<file path="config.mk">
export PLATFORM = sky130hd
export DESIGN_NAME = ball_bounce_ctrl
export DESIGN_NICKNAME = d
export VERILOG_FILES = /design/src/rtl/ball_bounce_ctrl_pkg.sv /design/src/rtl/ball_bounce_ctrl_axis.sv /design/src/rtl/ball_bounce_ctrl.sv
export SDC_FILE = /design/constraint.sdc
export NUM_CORES = 1
export LEC_CHECK = 0
export ABC_CLOCK_PERIOD_IN_PS = 1300
export CORE_AREA = 2 2 39 41
export DETAILED_ROUTE_END_ITERATION = 6
export DIE_AREA = 0 0 41 43
export SYNTH_ARGS = -nofsm -noshare
export SYNTH_HDL_FRONTEND = slang
export SYNTH_HIERARCHICAL = 1
export SYNTH_SLANG_ARGS = --single-unit
</file>
<file path="constraint.sdc">
create_clock -name i_Clk -period 1.3 [get_ports i_Clk]
set_clock_uncertainty 0.15 [all_clocks]
set_input_delay 0.26 -clock i_Clk [delete_from_list [all_inputs] [get_ports i_Clk]]
set_output_delay 0.26 -clock i_Clk [all_outputs]
set_load 0.02 [all_outputs]
</file>
<file path="src/rtl/ball_bounce_ctrl_pkg.sv">
// Shared definitions for the ball direction controller: direction encodings
// and the cooldown counter width.
package ball_bounce_ctrl_pkg;

  localparam logic DIR_UP    = 1'b0;
  localparam logic DIR_DOWN  = 1'b1;
  localparam logic DIR_LEFT  = 1'b0;
  localparam logic DIR_RIGHT = 1'b1;

  localparam int COOLDOWN_W = 4;

endpackage

</file>
<file path="src/rtl/ball_bounce_ctrl_axis.sv">
// One bounce axis: two sticky hit flags, the set/hold decision and the changed strobe.
// The per-axis cooldown counter exists only when BOUNCE_COOLDOWN_EN is defined.
module ball_bounce_ctrl_axis
  import ball_bounce_ctrl_pkg::*;
#(
  parameter logic p_DIR_INIT = 1'b1,
  parameter logic p_A_DIR    = 1'b1,
  parameter logic p_B_DIR    = 1'b0,
  parameter int   p_COOLDOWN = 2
) (
  input  logic i_clk,
  input  logic i_reset,
  input  logic i_vblank,
  input  logic i_frame_edge,
  input  logic i_hit_a,
  input  logic i_hit_b,
  output logic o_dir,
  output logic o_changed
);

  logic flag_a_q, flag_a_d;
  logic flag_b_q, flag_b_d;
  logic dir_q, dir_d;
  logic changed_q, changed_d;
  logic cd_ok;

`ifdef BOUNCE_COOLDOWN_EN
  logic [COOLDOWN_W-1:0] cd_q, cd_d;

  assign cd_ok = (cd_q == '0);

  // A reload takes priority over the countdown on the same frame edge.
  always_comb begin
    cd_d = cd_q;
    if (changed_d)
      cd_d = COOLDOWN_W'(p_COOLDOWN);
    else if (i_frame_edge && !cd_ok)
      cd_d = cd_q - COOLDOWN_W'(1);
  end

  always_ff @(posedge i_clk) begin
    if (i_reset) cd_q <= '0;
    else         cd_q <= cd_d;
  end
`else
  assign cd_ok = 1'b1;
`endif

  always_comb begin
    flag_a_d  = flag_a_q;
    flag_b_d  = flag_b_q;
    dir_d     = dir_q;
    changed_d = 1'b0;
    if (i_frame_edge) begin
      flag_a_d = 1'b0;
      flag_b_d = 1'b0;
      if (cd_ok && (flag_a_q ^ flag_b_q)) begin
        dir_d     = flag_a_q ? p_A_DIR : p_B_DIR;
        changed_d = (dir_d != dir_q);
      end
    end else if (!i_vblank) begin
      flag_a_d = flag_a_q | i_hit_a;
      flag_b_d = flag_b_q | i_hit_b;
    end
  end

  always_ff @(posedge i_clk) begin
    if (i_reset) begin
      flag_a_q  <= 1'b0;
      flag_b_q  <= 1'b0;
      dir_q     <= p_DIR_INIT;
      changed_q <= 1'b0;
    end else begin
      flag_a_q  <= flag_a_d;
      flag_b_q  <= flag_b_d;
      dir_q     <= dir_d;
      changed_q <= changed_d;
    end
  end

  assign o_dir     = dir_q;
  assign o_changed = changed_q;

endmodule

</file>
<file path="src/rtl/ball_bounce_ctrl.sv">
// Ball direction controller: collects wall/paddle hits during the active scan and
// commits direction changes at the rising edge of VBlank. Macro: BOUNCE_COOLDOWN_EN.
module ball_bounce_ctrl
  import ball_bounce_ctrl_pkg::*;
#(
  parameter logic p_VDIR_INIT = 1'b1,
  parameter logic p_HDIR_INIT = 1'b1,
  parameter int   p_COOLDOWN  = 2
) (
  input  logic i_Clk,
  input  logic i_Reset,
  input  logic i_VBlank,
  input  logic i_Ball_Video,
  input  logic i_Wall_Top,
  input  logic i_Wall_Bot,
  input  logic i_Paddle_L,
  input  logic i_Paddle_R,
  output logic o_VDir,
  output logic o_HDir,
  output logic o_Hit
);

  logic vb_q, vb_d;
  logic frame_edge;
  logic changed_v, changed_h;

  // vb_q resets high so a VBlank already asserted at release is not seen as an edge.
  assign vb_d       = i_VBlank;
  assign frame_edge = i_VBlank & ~vb_q;

  always_ff @(posedge i_Clk) begin
    if (i_Reset) vb_q <= 1'b1;
    else         vb_q <= vb_d;
  end

  ball_bounce_ctrl_axis #(
    .p_DIR_INIT (p_VDIR_INIT),
    .p_A_DIR    (DIR_DOWN),
    .p_B_DIR    (DIR_UP),
    .p_COOLDOWN (p_COOLDOWN)
  ) u_axis_v (
    .i_clk        (i_Clk),
    .i_reset      (i_Reset),
    .i_vblank     (i_VBlank),
    .i_frame_edge (frame_edge),
    .i_hit_a      (i_Ball_Video & i_Wall_Top),
    .i_hit_b      (i_Ball_Video & i_Wall_Bot),
    .o_dir        (o_VDir),
    .o_changed    (changed_v)
  );

  ball_bounce_ctrl_axis #(
    .p_DIR_INIT (p_HDIR_INIT),
    .p_A_DIR    (DIR_RIGHT),
    .p_B_DIR    (DIR_LEFT),
    .p_COOLDOWN (p_COOLDOWN)
  ) u_axis_h (
    .i_clk        (i_Clk),
    .i_reset      (i_Reset),
    .i_vblank     (i_VBlank),
    .i_frame_edge (frame_edge),
    .i_hit_a      (i_Ball_Video & i_Paddle_L),
    .i_hit_b      (i_Ball_Video & i_Paddle_R),
    .o_dir        (o_HDir),
    .o_changed    (changed_h)
  );

  assign o_Hit = changed_v | changed_h;

endmodule

</file>
==> impl_metrics.env <==
export IMPL_grt_remaining_overflow=0
export IMPL_peakVddDrop_mv=0.421
export IMPL_crit_fanout=1
export IMPL_cts_made_buffers=3
export IMPL_violations="negative setup slack"
export IMPL_syn_area_per_cell_um2=9.11
export IMPL_tritoncts="done"
export IMPL_dpl_cell_count=77
export IMPL_power_total_mw=0.614
export IMPL_relSlewSlack_pct=82.9
export IMPL_initial_utilization_pct=30.3
export IMPL_grt_max_degree=10
export IMPL_synth_fa_ha_area_share_pct=0
export IMPL_worst_pin_slew_ps=256
export IMPL_die_h_um=43
export IMPL_wire_per_inst_um=8.28
export IMPL_start_kind="flop"
export IMPL_critical_path_class="flop to primary output"
export IMPL_clk_latency_ps=250
export IMPL_yosysUniqueCellTypes=12
export IMPL_cpMaxStageDelayCell="dfxtp_1"
export IMPL_antenna_found_initial=0
export IMPL_synth_mux_area_share_pct=0
export IMPL_n_antenna_cell=0
export IMPL_cp_top_family="flip-flops"
export IMPL_die_area_mm2=0.00176
export IMPL_cts_root_buf="clkbuf_4"
export IMPL_power_density_mw_per_mm2=1000
export IMPL_max_freq_ghz=0.763
export IMPL_synth_seq_cells=9
export IMPL_grt_first_pass_wirelength_mm=1.15
export IMPL_cpPeakStageDelay_ps=290
export IMPL_row_count=14
export IMPL_synth_top_family_by_area="simple AND/OR/NAND/NOR gates"
export IMPL_crit_cells=2
export IMPL_whs_path_depth=3
export IMPL_multi_input_area_um2=231
export IMPL_p_switching_mw=0.144
export IMPL_first_iter_violations=2
export IMPL_hold_class="input pin to flop"
export IMPL_drc_errors=0
export IMPL_gp_congestion=0.653
export IMPL_drv_cap=0
export IMPL_end_kind="primary output"
export IMPL_rsz0062_at_grt="true"
export IMPL_reg2reg_depth=3
export IMPL_crit_buf_inv=1
export IMPL_path_clk_slew_ps=60
export IMPL_ys_warn_count=6
export IMPL_seq_power_share_pct=48.6
export IMPL_fin_nets=75
export IMPL_syn_nets=54
export IMPL_synth_simple_gate_area_share_pct=36.1
export IMPL_grt_pass1_vias=303
export IMPL_final_cell_count_no_fill=82
export IMPL_setup_tns_ps=-10.6
export IMPL_regArea_um2=180
export IMPL_worstPathCellList="or2_1, buf_6"
export IMPL_viasPerCell=4.45
export IMPL_finalWirelength_um=679
export IMPL_combPwrFrac_pct=16.5
export IMPL_n_fill_cell=149
export IMPL_worstPathRequired_ps=890
export IMPL_io_pins=11
export IMPL_synthXorXnorAreaFrac_pct=0
export IMPL_coreArea_mm2=0.00138
export IMPL_cp_arrival_ps=900
export IMPL_final_hold_viol_count=0
export IMPL_io_buffers=10
export IMPL_synthCells=46
export IMPL_ff2ff_setup_slack_ps=150
export IMPL_syn_to_final_growth_pct=46.0
export IMPL_netlist_area_um2=419
export IMPL_drt_pass1_iterations=3
export IMPL_clk_path_buf_depth=2
export IMPL_drive_gt1_share_pct=22.7
export IMPL_hold_buffers=0
export IMPL_via_count=365
export IMPL_switching_share_pct=23.4
export IMPL_htreeDepth=1
export IMPL_cts_sinks=9
export IMPL_ant_nets=0
export IMPL_dpl_hpwl_um=522
export IMPL_outcome="finished, violations left"
export IMPL_grt_usage_pct=9.97
export IMPL_synth_compound_area_share_pct=17.3
export IMPL_maxSlewViolCount=0
export IMPL_period_minus_slack_ps=1310
export IMPL_fin_crit_sh_pct=101
export IMPL_timing_final_ws_setup_ps=-10.6
export IMPL_yosysSeqAreaShare_pct=43.0
export IMPL_dieWidth_um=41
export IMPL_setup_viol=1
export IMPL_hold_slack_ps=317
export IMPL_pwr_share_clk_pct=34.8
export IMPL_static_leakage_power_nw=0.234
export IMPL_cell_internal_pwr_mw=0.470
## state kept, by name, indices dropped and copies added (netlist names)
register / cells
vb_q: 1
u_axis_v/o_changed: 1
u_axis_h/flag_b_q: 1
u_axis_v/flag_b_q: 1
u_axis_h/flag_a_q: 1
u_axis_v/flag_a_q: 1
u_axis_v/o_dir: 1
u_axis_h/o_changed: 1
u_axis_h/o_dir: 1
## logic make-up after synthesis
family / after synthesis
and+or+nand+nor: 23
AOI/OAI and AO/OA: 10
DFF: 9
buffers and inverters: 4
## layer usage
| metal | global-route usage [%] | wire, um |
|---|---|---|
| met1 | 13.6 | 309 |
| met2 | 12.2 | 330 |
| met3 | 3.14 | 27 |
| met4 | 8.00 | 12 |
| met5 | 0 | 0 |
## worst min-delay path: cells and delay by family
| family | cells | cell delay [ps] |
|---|---|---|
| and+or+nand+nor | 1 | 80 |
| buffers and inverters | 2 | 360 |
## final cells by class
class | count | share of cell area [%]
well taps | 16 | 3.27
clock buffers | 4 | 4.29
flip-flops and latches | 9 | 29.4
inverters | 4 | 2.45
multi-input cells | 33 | 37.8
repair buffers | 16 | 22.7
## cells in the mapped netlist
master,instances,area (um^2)
nand3b_1,2,15.0
nor2b_1,3,18.8
o32a_1,2,20.0
a21boi_0,2,15.0
inv_1,4,15.0
dfxtp_1,9,180
or2_1,6,37.5
or3b_1,2,17.5
nand2b_1,6,37.5
and2_1,4,25.0
a21oi_1,4,20.0
a21oi_2,2,17.5
## stage by stage
stage / utilization (%) / instance area, um^2 / worst slack (ps)
finish: 44.2 / 612 / -10.6
global route: 44.2 / 612 / -57.4
CTS: 45.0 / 623 / -24.2
detailed placement: 41.7 / 577 / -444
global placement: 41.7 / 577 / -403
floorplan: - / 419 / 203
## what timing repair did
action,in CTS,in global routing
endpoints found under the setup margin,7,3
setup buffers,1,0
gates resized for setup,15,2
pin swaps,0,0
endpoints found under the hold margin,0,0
cloned,0,0
## power by group through the flow
| stage | combinational [mW] | clock (mW) | sequential, mW |
|---|---|---|---|
| detailed placement | 0.104 | 0 | 0.304 |
| global placement | 0.103 | 0 | 0.305 |
| CTS | 0.106 | 0.223 | 0.299 |
| global route | 0.112 | 0.234 | 0.301 |
| finish | 0.101 | 0.214 | 0.299 |
| floorplan | 0.0396 | 0 | 0.312 |
## placed cells by master (no fill, tap or decap)
master / n
a21boi_0: 2
nand3b_1: 2
or2_1: 6
dfxtp_1: 9
o32a_1: 2
clkbuf_4: 3
nor2b_4: 1
dlygate4sd2_1: 1
buf_4: 5
a21oi_2: 2
clkdlybuf4s50_1: 6
a21oi_1: 4
buf_2: 1
inv_1: 4
clkbuf_2: 1
and2_1: 4
buf_6: 2
nand2b_1: 6
nor2b_1: 2
or3b_1: 2
clkbuf_1: 1
## worst paths after layout
kind / start / to
setup reg to reg: u_axis_v/o_dir / u_axis_v/o_changed
hold / removal: i_VBlank / vb_q
hold reg to reg: u_axis_h/flag_a_q / u_axis_h/flag_a_q
setup / recovery: u_axis_h/o_changed / o_Hit
(Power assumes the default switching activity.)
